$ cat src/rtl/cpu_types_pkg.sv
// cpu_types_pkg: machine word type shared by all pipeline stages.
package cpu_types_pkg;
    typedef logic [31:0] word_t;
endpackage

$ cat src/rtl/custom_types_pkg.sv
// custom_types_pkg: fetch/decode pipeline register layout and fetch FSM states.
package custom_types_pkg;
    import cpu_types_pkg::*;
    typedef struct packed {
        word_t imemload;
        word_t NPC;
        logic  valid;
    } fetch_t;
    typedef enum logic [1:0] {RUN, PEND, HALTED} fetch_state_t;
endpackage

$ cat src/rtl/fetch_if.sv
// fetch_if: fetch stage signal bundle.
//   FE: memory handshake, hazard controls, redirect/halt in; imemREN, imemaddr, fetch_p out.
//   DE: decode reads fetch_p.
interface fetch_if;
    import cpu_types_pkg::*;
    import custom_types_pkg::*;
    logic   ihit, freeze, flush, redirect, halt, imemREN;
    word_t  imemload, redirect_addr, imemaddr;
    fetch_t fetch_p;
    modport FE (
        input  ihit, imemload, freeze, flush, redirect, redirect_addr, halt,
        output imemREN, imemaddr, fetch_p
    );
    modport DE (input fetch_p);
endinterface

$ cat src/rtl/program_counter.sv
// program_counter: PC and pending-redirect registers with the next-PC mux.
//   CLK/RST: clock, async active-high reset.
//   adv_i: PC+4; jmp_i: PC <= tgt_i; go_i: PC <= pending target; pend_ld_i: latch tgt_i.
//   tgt_i: redirect target (low two bits dropped); pc_o: current PC.
module program_counter
    import cpu_types_pkg::*;
#(
    parameter word_t PC_INIT = 32'h0000_0000
) (
    input  logic  CLK,
    input  logic  RST,
    input  logic  adv_i,
    input  logic  jmp_i,
    input  logic  go_i,
    input  logic  pend_ld_i,
    input  word_t tgt_i,
    output word_t pc_o
);
    word_t pc_q, pc_d, pend_q, pend_d, tgt;

    assign tgt  = {tgt_i[31:2], 2'b00};
    assign pc_o = pc_q;

    always_comb begin
        pc_d   = jmp_i ? tgt : go_i ? pend_q : adv_i ? pc_q + 32'd4 : pc_q;
        pend_d = pend_ld_i ? tgt : pend_q;
    end

    always_ff @(posedge CLK or posedge RST) begin
        if (RST) begin
            pc_q   <= PC_INIT;
            pend_q <= '0;
        end else begin
            pc_q   <= pc_d;
            pend_q <= pend_d;
        end
    end
endmodule

$ cat src/rtl/fetch_stage.sv
// fetch_stage: instruction fetch with redirect-while-outstanding handling.
//   CLK/RST: clock, async active-high reset.
//   fif (FE): ihit/imemload from memory, freeze/flush/redirect/halt controls;
//             drives imemREN, imemaddr (= PC) and the fetch_p register toward decode.
module fetch_stage
    import cpu_types_pkg::*;
    import custom_types_pkg::*;
#(
    parameter word_t PC_INIT = 32'h0000_0000
) (
    input logic CLK,
    input logic RST,
    fetch_if.FE fif
);
    fetch_state_t state_q, state_d;
    fetch_t       fp_q, fp_d;
    word_t        pc;
    logic         run, pend, live, adv, jmp, go, pend_ld;

    program_counter #(.PC_INIT(PC_INIT)) u_pc (
        .CLK       (CLK),
        .RST       (RST),
        .adv_i     (adv),
        .jmp_i     (jmp),
        .go_i      (go),
        .pend_ld_i (pend_ld),
        .tgt_i     (fif.redirect_addr),
        .pc_o      (pc)
    );

    always_comb begin
        run     = state_q == RUN;
        pend    = state_q == PEND;
        live    = (run || pend) && !fif.halt;
        // A redirect landing with ihit jumps straight away (in PEND it is the youngest, so it wins).
        jmp     = live && fif.redirect && fif.ihit;
        // Without ihit the memory still owns imemaddr, so the target is parked instead.
        pend_ld = live && fif.redirect && !fif.ihit;
        go      = live && pend && fif.ihit;
        adv     = live && run && !fif.redirect && !fif.flush && !fif.freeze && fif.ihit;
        state_d = !(run || pend) ? state_q :
                  fif.halt       ? HALTED  :
                  pend_ld        ? PEND    :
                  fif.ihit       ? RUN     : state_q;
        // The word returned in PEND belongs to the squashed path and is dropped.
        fp_d    = !(run || pend) ? fp_q :
                  (fif.halt || fif.redirect || fif.flush || (pend && fif.ihit)) ? '0 :
                  adv ? {fif.imemload, pc + 32'd4, 1'b1} : fp_q;
    end

    always_ff @(posedge CLK or posedge RST) begin
        if (RST) begin
            state_q <= RUN;
            fp_q    <= '0;
        end else begin
            state_q <= state_d;
            fp_q    <= fp_d;
        end
    end

    assign fif.imemaddr = pc;
    assign fif.imemREN  = (state_q != HALTED) && !RST;
    assign fif.fetch_p  = fp_q;
endmodule
$ cat src/flat_wrapper.sv
// flat-port wrapper written by rule: the top's interface ports become plain ports
module fetch_stage_flat import cpu_types_pkg::*; import custom_types_pkg::*;
#(
    parameter word_t PC_INIT = 32'h0000_0000
)
  (CLK, RST, fif_ihit, fif_imemload, fif_freeze, fif_flush, fif_redirect, fif_redirect_addr, fif_halt, fif_imemREN, fif_imemaddr, fif_fetch_p);
  fetch_if fif_i ();
  input logic CLK;
  input logic RST;
  input wire logic [$bits(fif_i.ihit)-1:0] fif_ihit;
  input wire logic [$bits(fif_i.imemload)-1:0] fif_imemload;
  input wire logic [$bits(fif_i.freeze)-1:0] fif_freeze;
  input wire logic [$bits(fif_i.flush)-1:0] fif_flush;
  input wire logic [$bits(fif_i.redirect)-1:0] fif_redirect;
  input wire logic [$bits(fif_i.redirect_addr)-1:0] fif_redirect_addr;
  input wire logic [$bits(fif_i.halt)-1:0] fif_halt;
  output wire logic [$bits(fif_i.imemREN)-1:0] fif_imemREN;
  output wire logic [$bits(fif_i.imemaddr)-1:0] fif_imemaddr;
  output wire logic [$bits(fif_i.fetch_p)-1:0] fif_fetch_p;
  assign fif_i.ihit = fif_ihit;
  assign fif_i.imemload = fif_imemload;
  assign fif_i.freeze = fif_freeze;
  assign fif_i.flush = fif_flush;
  assign fif_i.redirect = fif_redirect;
  assign fif_i.redirect_addr = fif_redirect_addr;
  assign fif_i.halt = fif_halt;
  assign fif_imemREN = fif_i.imemREN;
  assign fif_imemaddr = fif_i.imemaddr;
  assign fif_fetch_p = fif_i.fetch_p;
  fetch_stage #(.PC_INIT(PC_INIT)) u_core (.CLK(CLK), .RST(RST), .fif(fif_i));
endmodule
$ cat config.mk
export PLATFORM = sky130hd
export DESIGN_NAME = fetch_stage_flat
export DESIGN_NICKNAME = d
export VERILOG_FILES = /design/src/rtl/cpu_types_pkg.sv /design/src/rtl/custom_types_pkg.sv /design/src/rtl/fetch_if.sv /design/src/rtl/program_counter.sv /design/src/rtl/fetch_stage.sv /design/src/flat_wrapper.sv
export SDC_FILE = /design/constraint.sdc
export NUM_CORES = 1
export LEC_CHECK = 0
export CORE_UTILIZATION = 60
export CTS_CLUSTER_SIZE = 24
export DETAILED_ROUTE_END_ITERATION = 7
export DONT_BUFFER_PORTS = 1
export GPL_ROUTABILITY_DRIVEN = 0
export GPL_TIMING_DRIVEN = 0
export PLACE_DENSITY = 0.78
export SLEW_MARGIN = 30
export SYNTH_ARGS = -nofsm -noshare
export SYNTH_HDL_FRONTEND = slang
export SYNTH_SLANG_ARGS = --single-unit
$ cat constraint.sdc
create_clock -name CLK -period 7.95 [get_ports CLK]
set_input_delay 1.1925 -clock CLK [delete_from_list [all_inputs] [get_ports CLK]]
set_output_delay 1.1925 -clock CLK [all_outputs]
set_load 0.01 [all_outputs]
==> results.py <==
metrics = {
    "yosys": {
        "synthDominantCellAreaShare_pct": 53.3,
        "synthesis.area_per_instance_um2": 10.8,
        "synth_seq_area_share_pct": 53.3,
        "most_used_dff_post_synth": "sky130_fd_sc_hd__dfrtp_1",
        "synth_edf_count": 0,
        "post_synth_inst_count": 544,
        "post_synth_main_area_contributors": "sky130_fd_sc_hd__dfrtp_1 53%, sky130_fd_sc_hd__mux2_2 6.1%, sky130_fd_sc_hd__a22o_1 5.2%, sky130_fd_sc_hd__o21ai_0 4.0%, sky130_fd_sc_hd__nand2_1 3.6%",
        "yosys_register_bits": 125,
        "synthDominantAreaCellType": "sky130_fd_sc_hd__dfrtp_1",
        "ys_warnings": 0,
        "syn_area_um2": 5870,
        "synth.distinct_cells": 55,
        "proportion_of_synthesized_flip_flops_having_asynchronous_set_or_reset_pct": 100,
    },
    "critical_path": {
        "cp_data_arrival_time_ns": 1.40,
        "timing.reg2reg.worst_path_depth": 6,
        "slowest_delay_ns": 0.21,
        "critPathBufInv": 0,
        "worst_setup_path_startpoint": "RST",
        "cp.required_ns": 6.76,
        "crit_slowest_cell": "sky130_fd_sc_hd__a21oi_1",
        "setup.worst_path.start_class": "input port",
        "critical_path_class": "input port to output port",
        "timing.critical_path.fanout_max": 2,
        "kind_of_cell_adding_the_most_delay_to_the_critical_path": "compound AO/OA/AOI/OAI gates",
        "crit_path_cell_trace": "a21oi_1",
        "setup.reg_to_reg.worst_slack_ns": 5.51,
        "rr_endpoint": "u_core.u_pc.pc_o[3]$_DFFE_PP0P_",
        "r2r-start": "u_core.state_q[1]$_DFFE_PP0P_",
        "timing.critical_path.to_type": "output port",
    },
    "drt": {
        "post_drt_via_cell_ratio": 6.57,
        "wl_per_cell_um": 22.8,
        "detailedRoute.firstPassIterationCount": 5,
        "drtIter0Drc": 463,
        "route.detailed.drc": 0,
        "dr_total_vias": 4660,
        "detail-route-antenna-nets": 0,
        "postRouteWirelength_mm": 16.2,
    },
    "placed_design": {
        "io_buffer_count": 0,
        "pre_cts_ws_ns": 4.98,
        "post-dp-hpwl_mm": 11.2,
    },
    "finish": {
        "mostFrequentLayoutCell": "sky130_fd_sc_hd__dfrtp_1",
        "fin_util_pct": 71.3,
        "antenna_diode_instance_count": 0,
        "fill_cells": 691,
        "fin_nets": 639,
        "layout-drive-gt1-share_pct": 16.4,
        "layout_common_cells": "125 x sky130_fd_sc_hd__dfrtp_1, 57 x sky130_fd_sc_hd__nand2_1, 47 x sky130_fd_sc_hd__o21ai_0",
        "layout-area-overhead-vs-synth_pct": 13.9,
    },
    "pwr": {
        "power_density_nw_per_um2": 233,
        "peakVddDrop_v": 0.000151,
        "design_power_total_uw": 1550,
        "lkg_pwr_uw": 0.00305,
    },
    "timing": {
        "tns_ns": 0,
        "finalCriticalPeriod_ns": 2.59,
        "max_freq_mhz": 386,
        "endpoints_failing_setup": 0,
        "number_of_failing_hold_endpoints_at_the_final_stage": 0,
        "final-max-slew-violation-count": 0,
        "clock_skews_ns": 0.0103,
        "unrepaired_setup_endpoints_after_global_routing": "false",
        "maxSlewHeadroom_pct": 47.7,
        "hold-worst-slack_ns": 0.493,
        "setup_ws_ns": 5.36,
        "finalCritPeriodShare_pct": 32.6,
        "tightest_slew_ns": 0.782,
    },
    "hold_path": {
        "timing.hold.worst.start": "u_core.u_pc.pend_q[24]$_DFFE_PP0P_",
        "hold_path_depth": 2,
        "end_point_of_the_worst_hold_path": "u_core.u_pc.pc_o[24]$_DFFE_PP0P_",
        "min-delay-path-class": "flop to flop",
    },
    "global_routing": {
        "antenna_violations_before_repair": 0,
        "grt_overflow_total": 0,
        "grt_pass1_wl_mm": 24.2,
        "number_of_global_route_vias_before_repair": 4410,
        "global_route.usage.total_pct": 32.4,
        "grt_max_degree": 79,
    },
    "floorplanning": {
        "fp.coreArea_um2": 9370,
        "floorplan.io_pins": 169,
        "die-width_um": 101,
        "fp.dieArea_um2": 10200,
        "start_util_pct": 62.6,
        "die-height_um": 101,
        "cell_row_count": 35,
    },
    "clock_network": {
        "cts_hold_buffers": 0,
        "cts_sinks": 125,
        "cts-htree-levels": 4,
        "clk-insertion-delay-late_ns": 0.53,
        "post_cts.resized_instances": 0,
        "clk_transition_reported_paths_ns": 0.06,
        "cts_tree": "built",
        "clock_tree.buffer_depth": 2,
        "postCtsSetupRepairBufs": 0,
        "cts_root_buf": "sky130_fd_sc_hd__clkbuf_8",
        "cts_made_buffers": 17,
    },
    "flow_run": {
        "timing.max_cap.violations": 0,
    },
    "run_status": {
        "run_status": "complete, no violations",
    },
}
==> flip-flops by register name, summed over array words and instances, names as in the netlist <==
register,flops
u_core.state_q,2
u_core.fif.fetch_p,63
u_core.u_pc.pc_o,30
u_core.u_pc.pend_q,30
==> final cells by class <==
class	instances	area, um^2	share of cell area (%)
buffer	43	201	3.01
multi-input combinational	373	2530	37.8
clock inverter	14	181	2.71
sequential	125	3130	46.8
tap	129	161	2.41
timing repair buffer	1	27.5	0.412
inverter	6	30.0	0.449
clock buffer	18	428	6.40
==> worst max path at each step <==
| stage | to | slack [ns] | cells past startpoint |
|---|---|---|---|
| finish | fif_imemREN | 5.36 | 1 |
| global route | fif_imemREN | 5.35 | 1 |
| CTS | fif_imemREN | 5.35 | 1 |
| detailed placement | u_core.fif.fetch_p[14]$_DFFE_PP0P_ | 4.98 | 6 |
| global placement | u_core.fif.fetch_p[57]$_DFFE_PP0P_ | 2.30 | 1 |
| floorplan | u_core.fif.fetch_p[0]$_DFFE_PP0P_ | 3.43 | 1 |
==> through the flow <==
step | std cells | instance area (um^2)
5_1_grt | 709 | 6690
2_1_floorplan | 547 | 5880
6_report | 709 | 6690
3_3_place_gp | 676 | 6040
3_5_place_dp | 677 | 6080
4_1_cts | 709 | 6690
==> synth_stat cells, types with 4 or more instances <==
master,n
sky130_fd_sc_hd__and4_1,4
sky130_fd_sc_hd__a22o_1,35
sky130_fd_sc_hd__buf_2,14
sky130_fd_sc_hd__o22ai_1,5
sky130_fd_sc_hd__o211ai_1,9
sky130_fd_sc_hd__a21oi_1,16
sky130_fd_sc_hd__nor2_1,23
sky130_fd_sc_hd__o21ai_0,47
sky130_fd_sc_hd__inv_1,6
sky130_fd_sc_hd__dfrtp_1,125
sky130_fd_sc_hd__mux2_2,32
sky130_fd_sc_hd__clkbuf_1,21
sky130_fd_sc_hd__a21o_1,6
sky130_fd_sc_hd__nand3_1,24
sky130_fd_sc_hd__xor2_1,23
sky130_fd_sc_hd__xnor2_1,6
sky130_fd_sc_hd__nor3_1,5
sky130_fd_sc_hd__a22oi_1,6
sky130_fd_sc_hd__nand4_1,12
sky130_fd_sc_hd__and3_1,11
sky130_fd_sc_hd__nand2_1,57
sky130_fd_sc_hd__buf_4,6
==> power by group <==
group,internal [uW],total (uW),switching (uW)
sequential,659,694,35.4
clock,492,794,302
combinational,28.3,66.6,38.3
total,1180,1550,376
==> per-layer routing <==
metal  global-route usage (%)  share of wire [%]  wire (um)  up-vias
met2                     50.4                 48       7730      283
met3                     11.2                 11       1790       34
li1                         -                  -          -     2046
met4                     13.3                2.4        392        0
met5                        0                  0          0        -
met1                     41.5                 39       6270     2297
==> cell families after synthesis <==
logic type,share of synthesized area [%]
mux,6.84
other cells,0.0639
compound gates,16.7
simple gates,14.7
xor+xnor,4.33
fa+ha+maj,0.213
flops,53.3
buf+inv,3.82
Note: power is estimated with default switching activity, not from simulation.
